**config.mk**
```make
export PLATFORM = sky130hd
export DESIGN_NAME = video_mode_ctrl
export DESIGN_NICKNAME = d
export VERILOG_FILES = /design/src/rtl/video_mode_ctrl.sv
export SDC_FILE = /design/constraint.sdc
export NUM_CORES = 1
export LEC_CHECK = 0
export CORE_MARGIN = 2
export CORE_UTILIZATION = 60
export CTS_CLUSTER_SIZE = 40
export DETAILED_ROUTE_END_ITERATION = 12
export PLACE_DENSITY = 0.87
export SLEW_MARGIN = 0
export SYNTH_ARGS = -nofsm -noshare
export SYNTH_HDL_FRONTEND = slang
export SYNTH_SLANG_ARGS = --single-unit
```
**constraint.sdc**
```tcl
create_clock -name i_pixel_clk -period 5.6 [get_ports i_pixel_clk]
set_clock_uncertainty 0.15 [all_clocks]
set_input_delay 1.12 -clock i_pixel_clk [delete_from_list [all_inputs] [get_ports i_pixel_clk]]
set_output_delay 1.12 -clock i_pixel_clk [all_outputs]
set_load 0.005 [all_outputs]
```
**src/rtl/video_mode_ctrl.sv**
```systemverilog
// Video mode switch sequencer: accepts mode requests, aligns the switch to a frame
// start, resets and blanks the timing generators, and acknowledges on the next frame.
module video_mode_ctrl #(
  parameter int NUM_MODES      = 4,
  parameter int DEFAULT_MODE   = 0,
  parameter int RESET_CYCLES   = 16,
  parameter int TIMEOUT_CYCLES = 2097152
) (
  input  logic       i_pixel_clk,
  input  logic       i_reset_n,
  input  logic       i_mode_req,
  input  logic [1:0] i_mode_sel,
  output logic       o_ready,
  output logic       o_mode_ack,
  input  logic       i_frame_start,
  output logic       o_timing_reset,
  output logic [1:0] o_mode,
  output logic       o_blank,
  output logic       o_timeout
);

  typedef enum logic [1:0] {
    IDLE       = 2'd0,
    WAIT_FRAME = 2'd1,
    RESET      = 2'd2,
    RELEASE    = 2'd3
  } state_t;

  localparam int               HOLD_W     = (RESET_CYCLES > 1) ? $clog2(RESET_CYCLES) : 1;
  localparam logic [HOLD_W-1:0] HOLD_LAST = HOLD_W'(RESET_CYCLES - 1);
  localparam logic [23:0]      WD_LAST    = 24'(TIMEOUT_CYCLES - 1);
  localparam logic [2:0]       MODE_LIMIT = 3'(NUM_MODES);
  localparam logic [1:0]       MODE_RST   = 2'(DEFAULT_MODE);

  state_t              state_q, state_nx;
  logic [1:0]          mode_q, mode_nx;
  logic [1:0]          pend_q, pend_nx;
  logic                ack_q, ack_nx;
  logic                timeout_q, timeout_nx;
  logic                boot_q, boot_nx;
  logic [23:0]         wd_q, wd_nx;
  logic [HOLD_W-1:0]   hold_q, hold_nx;

  logic sel_valid;
  logic wd_done;

  assign sel_valid = ({1'b0, i_mode_sel} < MODE_LIMIT);
  assign wd_done   = (wd_q == WD_LAST);

  // NOTE: every variable gets its hold value first, so no path through the case
  // leaves one unassigned and no latch is inferred.
  always_comb begin
    state_nx   = state_q;
    mode_nx    = mode_q;
    pend_nx    = pend_q;
    ack_nx     = 1'b0;
    timeout_nx = timeout_q;
    boot_nx    = boot_q;
    wd_nx      = wd_q;
    hold_nx    = hold_q;

    case (state_q)
      IDLE: begin
        if (i_mode_req) begin
          if (sel_valid && (i_mode_sel != mode_q)) begin
            pend_nx    = i_mode_sel;
            timeout_nx = 1'b0;
            wd_nx      = '0;
            state_nx   = WAIT_FRAME;
          end else begin
            ack_nx = 1'b1;
          end
        end
      end

      WAIT_FRAME: begin
        if (i_frame_start || wd_done) begin
          state_nx = RESET;
          mode_nx  = pend_q;
          hold_nx  = '0;
          if (!i_frame_start) timeout_nx = 1'b1;
        end else begin
          wd_nx = wd_q + 24'd1;
        end
      end

      // Frame starts are meaningless while the generators are held in reset.
      RESET: begin
        if (hold_q == HOLD_LAST) begin
          state_nx = RELEASE;
          wd_nx    = '0;
        end else begin
          hold_nx = hold_q + 1'b1;
        end
      end

      RELEASE: begin
        if (i_frame_start || wd_done) begin
          state_nx = IDLE;
          ack_nx   = !boot_q;
          boot_nx  = 1'b0;
          if (!i_frame_start) timeout_nx = 1'b1;
        end else begin
          wd_nx = wd_q + 24'd1;
        end
      end

      default: state_nx = IDLE;
    endcase
  end

  // NOTE: reset puts the whole controller, not just the FSM, into a known state so
  // an in-flight switch is abandoned cleanly; boot_q suppresses the post-reset ack.
  always_ff @(posedge i_pixel_clk or negedge i_reset_n) begin
    if (!i_reset_n) begin
      state_q   <= RESET;
      mode_q    <= MODE_RST;
      pend_q    <= MODE_RST;
      ack_q     <= 1'b0;
      timeout_q <= 1'b0;
      boot_q    <= 1'b1;
      wd_q      <= '0;
      hold_q    <= '0;
    end else begin
      // NOTE: non-blocking assignments make every register update from the same
      // pre-edge values, independent of statement order.
      state_q   <= state_nx;
      mode_q    <= mode_nx;
      pend_q    <= pend_nx;
      ack_q     <= ack_nx;
      timeout_q <= timeout_nx;
      boot_q    <= boot_nx;
      wd_q      <= wd_nx;
      hold_q    <= hold_nx;
    end
  end

  assign o_ready        = (state_q == IDLE);
  assign o_timing_reset = (state_q == RESET);
  assign o_blank        = (state_q == RESET) || (state_q == RELEASE);
  assign o_mode         = mode_q;
  assign o_mode_ack     = ack_q;
  assign o_timeout      = timeout_q;

endmodule

```
# == After elaboration in Yosys (flattened, before gate mapping) ==
# Index checks and enable logic that the tools add are counted.
# totals
reg_bits,37
input_bits,6
output_inout_bits,7
# classes
addsub,2
eq_ne,15
n_mux,23
reduce_logical,14
# op_table
cell,count
$mux W24,4
$pmux W24 S3,1
$add A24 B1 Y24 const B,1
$eq A24 B21 Y1 const B,1
$ne A2 B2 Y1 const B,6
$mux W2,5
$reduce_and A5 Y1,2
$mux W4,2
$pmux W2 S4,1
$pmux W4 S2,1
$mux W1,7
$ne A2 B1 Y1 const B,3
$reduce_and A3 Y1,2
$add A4 B1 Y4 const B,1
$eq A2 B2 Y1 const B,2
$eq A4 B4 Y1 const B,1
$pmux W1 S2,2
$reduce_and A2 Y1,2
$reduce_and A4 Y1,1
$reduce_bool A2 Y1,2
$eq A2 B1 Y1 const B,1
$logic_not A2 Y1,1
$logic_or A1 B1 Y1,2
$ne A2 B2 Y1,1
2 further kinds,2

# == Longest topological paths before layout ==
# Gate-level depths: netlist of run 1.
# depth
depth_word,4
ltp_mapped,9
depth_no_buf,7

# == Least setup slack after synthesis of run 1 ==
# No wires, ideal clock.
# synth_path
path_type,input -> register
from,input i_mode_sel[1]
to,register wd_q[8]
setup_ns,0.066
arrival_ns,2.475
path_slack_ns,2.909
cell_stages,6
path_buffers,1
path_cell_list,xnor2_1 -> nand3_1 -> and3_1 -> clkbuf_1 -> or4_1 -> nand2_1
# synth_between
elab_chain_cells,3
# synth_rtl
item,line,rtl
start: declaration,12,"input logic [1:0] i_mode_sel,"
$ne A2 B2 Y1,65,if (sel_valid && (i_mode_sel != mode_q)) begin
$ne A2 B1 Y1 (no source line),--,
$reduce_and A4 Y1 (no source line),--,
end signal: assignment,133,wd_q <= wd_nx;
end: declaration,41,"logic [23:0] wd_q, wd_nx;"
# No other way between the ends.
# A chain may end at the register's enable or synchronous reset.

# == Final worst setup path of run 1 ==
# layout_path
from,input i_mode_sel[0]
to,register wd_q[18]
# Same word-level chain as after synthesis.

==> results of run 1 <==
==> cell families (layout without fill, tap and decap cells) <==
| family | after synthesis | in the layout | share of synthesized area [%] |
|---|---|---|---|
| muxes | 10 | 10 | 4.62 |
| DFF | 37 | 37 | 39.8 |
| adders and majority gates | 6 | 6 | 3.22 |
| AOI/OAI and AO/OA | 64 | 64 | 19.7 |
| xor gates and xnor gates | 2 | 2 | 0.752 |
| buffers and inverters | 22 | 31 | 5.37 |
| and+or+nand+nor | 108 | 108 | 26.5 |
==> area by class of cell <==
class                      count  area (um2)
sequential                    37         928
timing repair buffer          12         115
inverter                      11        41.3
clock inverter                 2        10.0
multi-input combinational    190        1280
tap                           48        60.1
clock buffer                   6        72.6
fill                         307        1180
==> critical path, cell delays in order <==
cell and delay [ns]:
clkdlybuf4s50_1 0.45, xnor2_1 0.37, nand3_1 0.31, nand2_1 0.67
nor3_1 0.14, mux2_2 0.31
==> Yosys cell counts, types with 3 or more instances <==
cell      number  share of area [%]
dfrtp_1       35                 38
nand2_1       26                4.2
a21oi_1       20                4.3
nand3_1       14                3.0
or4_1         14                4.5
inv_1         11                1.8
o31ai_1       10                3.2
nand4_1        8                2.1
nor3_1         8                1.7
nor2_1         7                1.1
and3_1         6                1.6
ha_1           6                3.2
mux2_2         6                2.9
or3_1          6                1.6
o21ai_0        5                1.1
clkbuf_1       4               0.64
mux2i_1        4                1.7
nor4_1         4                1.1
a221o_1        3                1.3
a31oi_1        3               0.81
and2_1         3               0.81
==> per-stage QoR <==
step	area, um2	hold WS (ns)
2_1_floorplan	2330	0.309
3_3_place_gp	2420	0.317
3_5_place_dp	2420	0.325
4_1_cts	2500	0.335
5_1_grt	2500	0.352
6_report	2500	0.334
==> worst paths after layout <==
path	end	slack, ns	cells after the start
worst max-delay path	wd_q[18]$_DFFE_PN0P_	2.25	6
worst min-delay path	boot_q$_DFFE_PN1P_	0.33	1
worst max register to register	wd_q[18]$_DFFE_PN0P_	2.67	7
worst min register to register	boot_q$_DFFE_PN1P_	0.33	1
max in group asynchronous	wd_q[10]$_DFFE_PN0P_	4.02	1
min in group asynchronous	o_mode[1]$_DFFE_PN0P_	0.75	1
==> registers in the layout, indices dropped and copies added, names as in the netlist <==
register / flops
o_mode_ack: 1
hold_q: 4
o_timeout: 1
pend_q: 2
o_mode: 2
boot_q: 1
wd_q: 24
state_q: 2
==> metal layers <==
| metal | routed length, um | global-route usage (%) |
|---|---|---|
| met5 | 0 | 0 |
| met4 | 59 | 7.40 |
| met3 | 249 | 6.98 |
| met2 | 2400 | 42.3 |
| met1 | 2250 | 32.2 |
==> where the power goes <==
part	internal [uW]	total, uW	switching [uW]
clock	86.1	179	93.0
sequential	316	354	38.7
combinational	182	479	298
total	583	1010	430
==> impl_metrics.ini, run 1 <==
[status]
status = finished clean

[clock_network]
cts_resized = 0
clockBufferDepth = 2
cts_setup_buffers = 0
clk_pin_slew_worst_paths_ns = 0.08
cts_root_buf = clkbuf_8
cts_tree = built
insertion_delay_ns = 0.30
htreeDepth = 2
hold_buffers = 0
numCtsBuffers = 5
cts.sinks = 37

[critical_path]
cp.arrival_ns = 3.38
cp-startpoint = i_mode_sel[0]
cp-start-kind = input pin
cp_max_fo = 27
cp.required_ns = 5.62
path_class = in2reg
rr_startpoint = state_q[1]$_DFFE_PN1P_
end_kind = register

[layout]
layout_common_cells = dfrtp_1, nand2_1, a21oi_1
final_common_cell = dfrtp_1
area_delta_synth_final_pct = 7.47
nNetsFinal = 269
diodes = 0
stdcell_count = 306
final_util_pct = 67.9
drive_gt1_share_pct = 10.1

[timing]
relSlewSlack_pct = 46.1
period_needed_ns = 3.35
tightest_slew_ns = 0.808
period_share_pct = 59.9
final_max_slew_viol_count = 0
final_hold_viol_count = 0
max_freq_ghz = 0.298
fin_ws_ns = 2.25
finalSetupViolations = 0
tns_ns = 0
rsz0062_at_grt = no

[worst_hold_path]
hp-start = boot_q$_DFFE_PN1P_
worstHoldPathType = reg2reg

[grt]
grt_overflow = 0
grt_usage_pct = 25.4
grt_pass1_vias = 1898
antenna_found_initial = 0
grt_pass1_wl_um = 8540
grt_max_degree = 38

[floorplanning]
rows = 22
fp.dieW_um = 66.3
die-height_um = 66.3
core_area_um2 = 3690
ioPinCount = 13
initial_core_util_pct = 63.2
die_area_um2 = 4400

[power]
power_uw = 1010
powerDensity_nw_per_um2 = 405
p_leak_uw = 0.000998
vdd_drop_max_uv = 294

[place]
dp_hpwl_um = 3490
pre_cts_ws_ns = 1.97
numPortBuffers = 12
gp_congestion = 0.955
place_inst = 298

[synthesis]
postSynth.asyncResetShare_pct = 100
synth_area_um2 = 2330
syn-instance-count = 249
yosys_warnings = 0
syn_avg_cell_area_um2 = 9.36
syn-num-nets = 261
ys_seq_area_share_pct = 39.8
synth-edff-count = 0
synthFlopType = dfrtp_1
ys_ff_latch = 37
synth.distinct_cells = 54

[drt]
routed_wl_um = 4960
num_vias = 2018
drt-pass1-iter-count = 4
vias_per_cell = 6.59
wl_per_cell_um = 16.2
drc = 0
ant_nets = 0
first_iter_violations = 178

[flow_run]
max-cap-violations = 0
(Power assumes the default switching activity.)
==> inputs of run 2 (changes only) <==
- CORE_UTILIZATION: 60 -> 54
- PLACE_DENSITY: 0.87 -> 0.83
- clock period: 5.6 -> 2.9 ns (I/O delays scaled with it)
==> run 2 against run 1 <==
  * Worst setup slack worse by 2.0 ns
  * Hold slack worse by 0.099 ns
  * Flip-flop and latch count stayed put
  * Design area up 2.7%
  * First-iteration DRC count is 11% lower
  * Critical endpoint is now o_blank
  * Largest cell class unchanged
  * Largest power group unchanged
==> impl_metrics.ini, run 2 (synthesis gave the netlist of run 1 again) <==
[layout]
nNetsFinal = 275
final_util_pct = 63.0
largestRegisters = wd_q (24), hold_q (4)
final_common_cell = dfrtp_1
drive_gt1_share_pct = 12.2
stdcell_count = 313
largest_register_ffs = 24
regMostFlops = wd_q
fillers = 347
diodes = 0
layout_common_cells = dfrtp_1, nand2_1, a21oi_1
area_delta_synth_final_pct = 10.4

[critical_path]
end_kind = output port
cp.required_ns = 2.17
cp-start-kind = register
path_class = reg2out
cp_max_fo = 12
cp.arrival_ns = 1.96

[drt]
first_iter_violations = 159
routed_wl_um = 5180
drt-pass1-iter-count = 6
drc = 0
ant_nets = 0
vias_per_cell = 6.44
num_vias = 2015
wl_per_cell_um = 16.6

[floorplanning]
fp.dieW_um = 69.7
rows = 23
die-height_um = 69.7
initial_core_util_pct = 57.0
die_area_um2 = 4860
ioPinCount = 13
core_area_um2 = 4090

[grt]
grt_pass1_wl_um = 8850
antenna_found_initial = 0
grt_max_degree = 38
grt_overflow = 0
grt_pass1_vias = 1896
grt_usage_pct = 22.4

[clock_network]
htreeDepth = 2
cts_tree = built
cts_resized = 0
insertion_delay_ns = 0.29
cts_root_buf = clkbuf_8
clk_pin_slew_worst_paths_ns = 0.07
clockBufferDepth = 2
cts_setup_buffers = 0
hold_buffers = 0
numCtsBuffers = 5
cts.sinks = 37

[timing]
tightest_slew_ns = 0.835
finalSetupViolations = 0
final_max_slew_viol_count = 0
final_hold_viol_count = 0
rsz0062_at_grt = no
period_share_pct = 92.8
period_needed_ns = 2.69
tns_ns = 0
relSlewSlack_pct = 44.3
max_freq_ghz = 0.372

[flow_run]
max-cap-violations = 0

[place]
dp_hpwl_um = 3720
numPortBuffers = 12
gp_congestion = 0.864
place_inst = 306

[status]
status = finished clean

[power]
p_leak_uw = 0.00104
powerDensity_nw_per_um2 = 834
power_uw = 2150
vdd_drop_max_uv = 557

[worst_hold_path]
worstHoldPathType = in2async
-- run 2: changes by cell type in the layout (fill, tap and decap cells not counted), sizes merged --
cell,delta
clkbuf,-1
bufinv,+1
clkinv,-1
buf,+6
-- run 2: final cells by class --
| type | count | area (um2) | area share (%) |
|---|---|---|---|
| sequential | 37 | 928 | 36.1 |
| timing repair buffer | 18 | 160 | 6.23 |
| multi-input combinational | 190 | 1280 | 49.6 |
| inverter | 11 | 41.3 | 1.61 |
| clock inverter | 2 | 35.0 | 1.36 |
| clock buffer | 5 | 68.8 | 2.68 |
| tap | 50 | 62.6 | 2.43 |
-- run 2: worst paths after layout --
kind                                   startpoint                    end  slack [ns]  cells after the start
setup / recovery           state_q[0]$_DFFE_PN0P_                o_blank        0.21                      4
hold / removal                          i_reset_n  hold_q[3]$_DFFE_PN0P_        0.24                      1
setup reg to reg           state_q[1]$_DFFE_PN1P_    wd_q[3]$_DFFE_PN0P_        0.34                      8
hold reg to reg                boot_q$_DFFE_PN1P_     boot_q$_DFFE_PN1P_        0.33                      1
max in group asynchronous               i_reset_n   wd_q[12]$_DFFE_PN0P_        1.84                      1
min in group i_pixel_clk       boot_q$_DFFE_PN1P_     boot_q$_DFFE_PN1P_        0.33                      1
-- run 2: critical path, cell delays in order (launching register included) --
cell and delay (ns):
dfrtp_1 0.42, inv_1 0.13, ha_1 0.42, or2_2 0.20, clkdlybuf4s50_1 0.49
-- run 2: routing by layer --
layer,vias to the layer above,share of wire [%],global-route usage [%]
li1,985,-,-
met1,972,48,31.4
met2,47,46,34.1
met3,11,4.0,5.38
met4,0,1.9,7.48
met5,-,0,0
-- run 2: where the power goes --
group	total, uW	internal [uW]	switching [uW]	leakage (uW)
logic	1030	429	599	0.000490
clock network	431	250	181	0.0000540
registers	688	609	78.5	0.000493
-- run 2: per-stage QoR --
| step | setup slack, ns | hold slack (ns) | area, um2 |
|---|---|---|---|
| after floorplan | 0.581 | 0.134 | 2330 |
| after global placement | 0.229 | 0.317 | 2470 |
| after detailed placement | 0.129 | 0.322 | 2470 |
| after CTS | 0.224 | 0.257 | 2570 |
| after global routing | 0.129 | 0.302 | 2570 |
| final | 0.210 | 0.235 | 2570 |
==> inputs of run 3 (changes only) <==
- CORE_MARGIN: 2 -> 1.5
==> run 3 against run 2 <==
  * Hold slack got worse by 0.021 ns
  * Design area increased by 0.63%
  * Worst setup slack improved by 0.019 ns
  * Power increased by 2.4%
  * Critical path type unchanged
==> impl_metrics.ini, run 3 (synthesis gave the netlist of run 1 again) <==
[status]
status = finished clean

[grt]
grt_overflow = 0
grt_pass1_wl_um = 9090
antenna_found_initial = 0
grt_usage_pct = 26.1
grt_max_degree = 38
grt_pass1_vias = 2042

[timing]
fin_ws_ns = 0.229
period_needed_ns = 2.67
period_share_pct = 92.1
tns_ns = 0
max_freq_ghz = 0.374
relSlewSlack_pct = 44.5
finalSetupViolations = 0
final_max_slew_viol_count = 0
rsz0062_at_grt = no
final_hold_viol_count = 0
tightest_slew_ns = 0.832

[worst_hold_path]
worstHoldPathType = in2async

[floorplanning]
rows = 23
initial_core_util_pct = 57.0
ioPinCount = 13
fp.dieW_um = 68.7
die_area_um2 = 4720
die-height_um = 68.7
core_area_um2 = 4090

[critical_path]
cp-start-kind = register
reg2regPathDepth = 8
path_class = reg2out
path_cells = inv_1 > ha_1 > or2_2 > clkdlybuf4s50_1
crit_slowest_cell = clkdlybuf4s50_1
cp.arrival_ns = 1.94
cp.required_ns = 2.17
slowest_delay_ns = 0.49
cp_max_fo = 12
end_kind = output port

[clock_network]
insertion_delay_ns = 0.31
cts_tree = built
cts.sinks = 37
clockBufferDepth = 2
cts_resized = 0
cts_root_buf = clkbuf_8
hold_buffers = 0
numCtsBuffers = 5
clk_pin_slew_worst_paths_ns = 0.08
htreeDepth = 2
cts_setup_buffers = 0

[layout]
diodes = 0
nNetsFinal = 275
largestRegisters = wd_q (24), hold_q (4)
design_area_um2 = 2590
final_common_cell = dfrtp_1
final_util_pct = 63.3
area_delta_synth_final_pct = 11.1
layout_common_cells = dfrtp_1, nand2_1, a21oi_1
drive_gt1_share_pct = 12.5
regMostFlops = wd_q
largest_register_ffs = 24

[power]
power_uw = 2200
powerDensity_nw_per_um2 = 849
vdd_drop_max_uv = 648
p_leak_uw = 0.00104

[drt]
wl_per_cell_um = 16.9
first_iter_violations = 172
ant_nets = 0
drt-pass1-iter-count = 4
drc = 0
vias_per_cell = 6.53
routed_wl_um = 5300
num_vias = 2049

[place]
gp_congestion = 0.897
numPortBuffers = 12
post_dp_cell_area_um2 = 2470
dp_hpwl_um = 3810
pre_cts_ws_ns = 0.135

[flow_run]
max-cap-violations = 0
-- run 3: worst max-delay path, delay by kind of cell, from the launching register on --
family                     cells  cell delay [ns]
adders and majority gates      1             0.42
buffers and inverters          2             0.62
DFF                            1             0.41
and+or+nand+nor                1             0.18
-- run 3: cell type report --
type	count	area [um2]
Fill cell	350	1500
Multi-Input combinational cell	190	1280
Sequential cell	37	928
Timing Repair Buffer	18	160
Clock buffer	6	82.6
Tap cell	50	62.6
Inverter	11	41.3
Clock inverter	2	37.5
-- run 3: path summary, 6_finish.rpt --
check | from | endpoint | slack, ns
max in group asynchronous | i_reset_n | wd_q[14]$_DFFE_PN0P_ | 1.85
min | i_reset_n | o_timeout$_DFFE_PN0P_ | 0.21
min in group i_pixel_clk | boot_q$_DFFE_PN1P_ | boot_q$_DFFE_PN1P_ | 0.33
max reg2reg | state_q[1]$_DFFE_PN1P_ | wd_q[6]$_DFFE_PN0P_ | 0.32
max | state_q[0]$_DFFE_PN0P_ | o_blank | 0.23
min reg2reg | boot_q$_DFFE_PN1P_ | boot_q$_DFFE_PN1P_ | 0.33
-- run 3: report_power, final --
part           total [uW]  internal (uW)  switching (uW)
clock                 478            280             198
sequential            684            609            74.7
combinational        1030            428             607
total                2200           1320             880
-- run 3: metrics by stage --
stage,hold WS [ns],std cells
2_1_floorplan,0.134,249
3_3_place_gp,0.317,306
3_5_place_dp,0.325,306
4_1_cts,0.248,314
5_1_grt,0.304,314
6_report,0.214,314
-- run 3: layer usage --
layer / vias up / GRT usage, % / wire length (um)
met1: 1014 / 33.1 / 2420
met5: - / 0 / 0
met3: 7 / 4.22 / 287
met2: 51 / 43.1 / 2550
li1: 977 / - / -
met4: 0 / 12.3 / 56
==> RTL change 1: new RTL, flow settings as in run 2 <==
The parameter `RESET_CYCLES` goes from 16 to 8.
--- a/src/rtl/video_mode_ctrl.sv
+++ b/src/rtl/video_mode_ctrl.sv
@@ -3,7 +3,7 @@
 module video_mode_ctrl #(
   parameter int NUM_MODES      = 4,
   parameter int DEFAULT_MODE   = 0,
-  parameter int RESET_CYCLES   = 16,
+  parameter int RESET_CYCLES   = 8,
   parameter int TIMEOUT_CYCLES = 2097152
 ) (
   input  logic       i_pixel_clk,
Behaviour: not the same (a bounded check fails within 10 cycles, from zero or initial values and one cycle with i_reset_n low).
==> RTL change 1 against run 2 <==
Worst setup slack worse by 0.0032 ns; routed wire length is 5.9% lower; first-iteration DRC count is 6.3% lower; clock power grew 3%; design area shrank 3.9%; area after synthesis shrank 7.9%; fmax shrank 0.12%; sequential cell count shrank 1; non-clock buffer count up 2; sequential share of layout area grew 0.45 points; total power shrank 7.9%; worst hold slack worse by 0.021 ns; critical path depth up 1; critical path type unchanged; largest cell class unchanged.
==> RTL change 1: results (changes against run 2) <==
<table>
<tr><th>Metric</th><th>Value</th></tr>
<tr><th colspan="2">Placed design</th></tr>
<tr><td>Placement Setup Slack</td><td>0.0406 ns (-0.0880 ns)</td></tr>
<tr><td>Sum of net half-perimeters after detailed placement</td><td>3.55 mm (-4.6%)</td></tr>
<tr><td>Cell Count Post-Placement</td><td>289 (-5.6%)</td></tr>
<tr><td>Placed instance area</td><td>0.00236 mm2 (-4.4%)</td></tr>
<tr><td>Placer Congestion</td><td>0.865 (about the same)</td></tr>
<tr><th colspan="2">Timing</th></tr>
<tr><td>Hold_ws</td><td>0.214 ns (-0.0207 ns)</td></tr>
<tr><th colspan="2">Power</th></tr>
<tr><td>Leakage Power</td><td>0.00108 uW (+3.9%)</td></tr>
<tr><td>Worst vdd ir</td><td>419 uV (-25%)</td></tr>
<tr><th colspan="2">Routing</th></tr>
<tr><td>WL final</td><td>4.88 mm (-5.9%)</td></tr>
<tr><td>Number of vias per cell after detailed routing</td><td>6.30 (-2.1%)</td></tr>
<tr><td>Detailed-routing wirelength on met1</td><td>2.24 mm (-10%)</td></tr>
<tr><td>Drt first pass iters</td><td>4 (-2)</td></tr>
<tr><td>Number of design-rule violations left by the first detailed-router iteration</td><td>149 (-6.3%)</td></tr>
<tr><th colspan="2">Yosys</th></tr>
<tr><td>Synthesized area per cell</td><td>9.49 um2 (+1.5%)</td></tr>
<tr><td>Synth unique cells</td><td>49 (-9.3%)</td></tr>
<tr><td>Top cells by count, synth</td><td>sky130_fd_sc_hd__dfrtp_1, sky130_fd_sc_hd__nand2_1, sky130_fd_sc_hd__a21oi_1</td></tr>
<tr><td>Synthesized net count</td><td>239 (-8.4%)</td></tr>
<tr><th colspan="2">Global route</th></tr>
<tr><td>Largest net degree at the start of global routing</td><td>37 (-2.6%)</td></tr>
<tr><td>Met3 capacity usage during global routing</td><td>4.05% (-1.3 points)</td></tr>
<tr><td>Wire length of the first global-routing pass</td><td>8.31 mm (-6.1%)</td></tr>
<tr><td>Vias in the first global route</td><td>1,753 (-7.5%)</td></tr>
<tr><td>Met1 Use GR</td><td>35.0% (+3.6 points)</td></tr>
<tr><th colspan="2">Finish</th></tr>
<tr><td>Post-route insts no fill</td><td>297 (-5.1%)</td></tr>
<tr><td>Fillers</td><td>322 (-7.2%)</td></tr>
<tr><td>Net count reported at finish</td><td>261 (-5.1%)</td></tr>
<tr><th colspan="2">Worst setup path</th></tr>
<tr><td>Critical register-to-register path endpoint</td><td>wd_q[14]</td></tr>
<tr><td>Worst stage delay on the critical path</td><td>0.45 ns (-0.04 ns)</td></tr>
<tr><td>Minimum setup slack among reg-to-reg paths</td><td>0.25 ns (-0.09 ns)</td></tr>
<tr><td>CP max FO</td><td>11 (-1)</td></tr>
<tr><th colspan="2">Outcome</th></tr>
<tr><td>Run status</td><td>finished, final reports clean</td></tr>
</table>
RTL change 1: changes by cell type in the layout (fill, tap and decap cells not counted), moves of 4 or more:
cell,change
sky130_fd_sc_hd__inv_1,-6
sky130_fd_sc_hd__nor2_1,+5
sky130_fd_sc_hd__nor3_1,-4
sky130_fd_sc_hd__o21ai_0,+7
sky130_fd_sc_hd__o31ai_1,-5
sky130_fd_sc_hd__or4_1,-10
RTL change 1: worst max-delay path by stage:
stage / to / slack [ns] / from / cells after the start
4_1_cts: o_blank / 0.21 / state_q[0] / 5
3_3_place_gp: wd_q[17] / 0.1 / i_mode_sel[0] / 7
5_1_grt: wd_q[4] / 0.07 / wd_q[0] / 6
2_1_floorplan: wd_q[15] / 0.45 / state_q[1] / 7
3_5_place_dp: wd_q[13] / 0.04 / i_mode_sel[0] / 6
6_report: o_blank / 0.21 / state_q[0] / 5
RTL change 1: worst max-delay path, delay by kind of cell, from the launching register on:
kind	cells	cell delay, ns
and+or+nand+nor	1	0.27
buffers and inverters	3	0.74
adders and majority gates	1	0.22
DFF	1	0.42
RTL change 1: final cells by class:
cell class	count	area [um2]	area share, %
repair buffers	20	175	7.09
inverters	5	18.8	0.759
flip-flops and latches	36	903	36.5
well taps	48	60.1	2.43
multi-input cells	180	1200	48.7
clock buffers	5	68.8	2.78
clock inverters	3	42.5	1.72
RTL change 1: logic make-up (layout without fill, tap and decap cells):
group                      count (synthesis)  count (layout)  share of synthesized area, %
adders and majority gates                  7               7                          4.08
and+or+nand+nor                          101             101                          27.1
muxes                                      9               9                          4.49
buffers and inverters                     10              33                          1.81
xor gates and xnor gates                   5               5                          2.04
DFF                                       36              36                          42.1
AOI/OAI and AO/OA                         58              58                          18.4
RTL change 1: power by group:
part	internal (uW)	switching (uW)	total, uW
registers	583	62.1	645
logic	378	510	888
clock network	254	191	445
==> RTL change 2: new RTL, settings of run 2 <==
Without the edit above. Reset style: synchronous (`i_reset_n`), changed in one clocked block.
--- a/src/rtl/video_mode_ctrl.sv
+++ b/src/rtl/video_mode_ctrl.sv
@@ -111,7 +111,7 @@
 
   // NOTE: reset puts the whole controller, not just the FSM, into a known state so
   // an in-flight switch is abandoned cleanly; boot_q suppresses the post-reset ack.
-  always_ff @(posedge i_pixel_clk or negedge i_reset_n) begin
+  always_ff @(posedge i_pixel_clk) begin
     if (!i_reset_n) begin
       state_q   <= RESET;
       mode_q    <= MODE_RST;
Formal check against the unedited RTL: no difference found for any inputs over 10 cycles, from zero or initial values and one cycle with i_reset_n low; that may be too few to reach the edited logic, so the function may still have changed.
==> RTL change 2 against run 2 <==
Routed wire length shrank 7.4%; worst hold slack improved by 0.081 ns; cell count grew 1.6%; area after synthesis fell by 8.9%; sequential cell count stayed put; total power decreased by 28%; die area is 8.4% lower; worst setup slack better by 0.064 ns; core utilization up 2.6 points; design area shrank 5.4%; clock power up 6.3%; critical endpoint is now wd_q[13].
==> RTL change 2: results (changes against run 2) <==
<table>
<tr><th>Metric</th><th>Value</th></tr>
<tr><th colspan="2">Power</th></tr>
<tr><td>Sw power</td><td>513 uW (-40%)</td></tr>
<tr><td>Worst vdd ir</td><td>543 uV (-2.5%)</td></tr>
<tr><td>Clock network fraction of total power</td><td>29.8% (+9.7 points)</td></tr>
<tr><td>Power per unit of standard cell area</td><td>631 mW/mm2 (-24%)</td></tr>
<tr><th colspan="2">Yosys</th></tr>
<tr><td>Async set-or-reset flop fraction in the synthesized netlist</td><td>0% (-100 points)</td></tr>
<tr><td>Most instantiated flip-flop cell in the synthesis netlist</td><td>sky130_fd_sc_hd__dfxtp_1</td></tr>
<tr><td>Multiplexer area fraction after synthesis</td><td>4.01% (-0.61 points)</td></tr>
<tr><td>Area fraction in compound gates after synthesis</td><td>21.0% (+1.3 points)</td></tr>
<tr><td>Top cells by count, synth</td><td>sky130_fd_sc_hd__dfxtp_1, sky130_fd_sc_hd__nand2_1, sky130_fd_sc_hd__a21oi_1</td></tr>
<tr><td>Synth unique cells</td><td>50 (-7.4%)</td></tr>
<tr><td>Adder-Cell Fraction of Synth Area</td><td>3.54% (+0.32 points)</td></tr>
<tr><td>Biggest area contributors in the synthesized netlist</td><td>sky130_fd_sc_hd__dfxtp_1, sky130_fd_sc_hd__or4_1, sky130_fd_sc_hd__a21oi_1</td></tr>
<tr><td>Register area share after synthesis</td><td>34.9% (-4.9 points)</td></tr>
<tr><td>Synthesized net count</td><td>266 (+1.9%)</td></tr>
<tr><th colspan="2">Placed design</th></tr>
<tr><td>Placement Setup Slack</td><td>0.329 ns (+0.200 ns)</td></tr>
<tr><td>Sum of net half-perimeters after detailed placement</td><td>3.33 mm (-11%)</td></tr>
<tr><th colspan="2">Finish</th></tr>
<tr><td>Net count reported at finish</td><td>281 (+2.2%)</td></tr>
<tr><th colspan="2">Timing</th></tr>
<tr><td>Pin slew with the least headroom to its limit</td><td>0.794 ns (-0.0408 ns)</td></tr>
<tr><th colspan="2">Hold path</th></tr>
<tr><td>Class of the worst hold path</td><td>register to register</td></tr>
<tr><th colspan="2">Routing</th></tr>
<tr><td>Length of routed met2 wiring</td><td>2.31 mm (-3.5%)</td></tr>
<tr><td>Number of design-rule violations left by the first detailed-router iteration</td><td>135 (-15%)</td></tr>
<tr><td>Met3 Wirelength</td><td>210 um (+2.4%)</td></tr>
<tr><td>Number of vias per cell after detailed routing</td><td>6.34 (-1.5%)</td></tr>
<tr><th colspan="2">Global route</th></tr>
<tr><td>Vias in the first global route</td><td>1,828 (-3.6%)</td></tr>
<tr><td>Gr usage total</td><td>23.7% (+1.2 points)</td></tr>
<tr><td>Met1 Use GR</td><td>32.0% (+0.61 points)</td></tr>
<tr><th colspan="2">Worst setup path</th></tr>
<tr><td>CP max FO</td><td>24 (+12)</td></tr>
<tr><th colspan="2">Outcome</th></tr>
<tr><td>Run status</td><td>finished, final reports clean</td></tr>
</table>
==> RTL change 2: changes by cell type in the layout (fill, tap and decap cells not counted), sizes merged, moves of 5 or more <==
| cell | run 2 | this run |
|---|---|---|
| mux2 | 6 | 1 |
| nor3 | 8 | 3 |
| dfxtp | 0 | 37 |
| o21ai | 6 | 13 |
| nand4 | 9 | 15 |
| dfrtp | 35 | 0 |
==> RTL change 2: worst paths after layout <==
path              from   endpoint  slack, ns  cells after the start
max            wd_q[0]   wd_q[13]       0.27                      7
min          pend_q[1]  o_mode[1]       0.32                      2
max reg2reg    wd_q[0]   wd_q[13]       0.27                      7
min reg2reg  pend_q[1]  o_mode[1]       0.32                      2
==> RTL change 2: per-stage QoR <==
step	util, %	instance area, um2	cells	hold WS [ns]
floorplan	-	2120	254	0.287
global placement	62.4	2320	310	0.298
detailed placement	62.4	2320	310	0.311
CTS	65.5	2430	318	0.322
global route	65.5	2430	318	0.347
finish	65.5	2430	318	0.316
==> RTL change 2: cell type report <==
type                            instances  share of cell area [%]
Tap cell                               48                    2.47
Multi-Input combinational cell        195                    52.6
Timing Repair Buffer                   22                    8.53
Clock buffer                            7                    3.55
Clock inverter                          1                    1.23
Sequential cell                        37                    30.4
Inverter                                8                    1.23
==> RTL change 2: critical path, stage by stage, from the launching register on <==
cell and delay, ns:
sky130_fd_sc_hd__dfxtp_1 0.39, sky130_fd_sc_hd__ha_1 0.25, sky130_fd_sc_hd__nand3_2 0.18, sky130_fd_sc_hd__or4_1 0.54, sky130_fd_sc_hd__o41ai_4 0.44, sky130_fd_sc_hd__buf_4 0.32
sky130_fd_sc_hd__or4_1 0.16, sky130_fd_sc_hd__a21oi_1 0.07
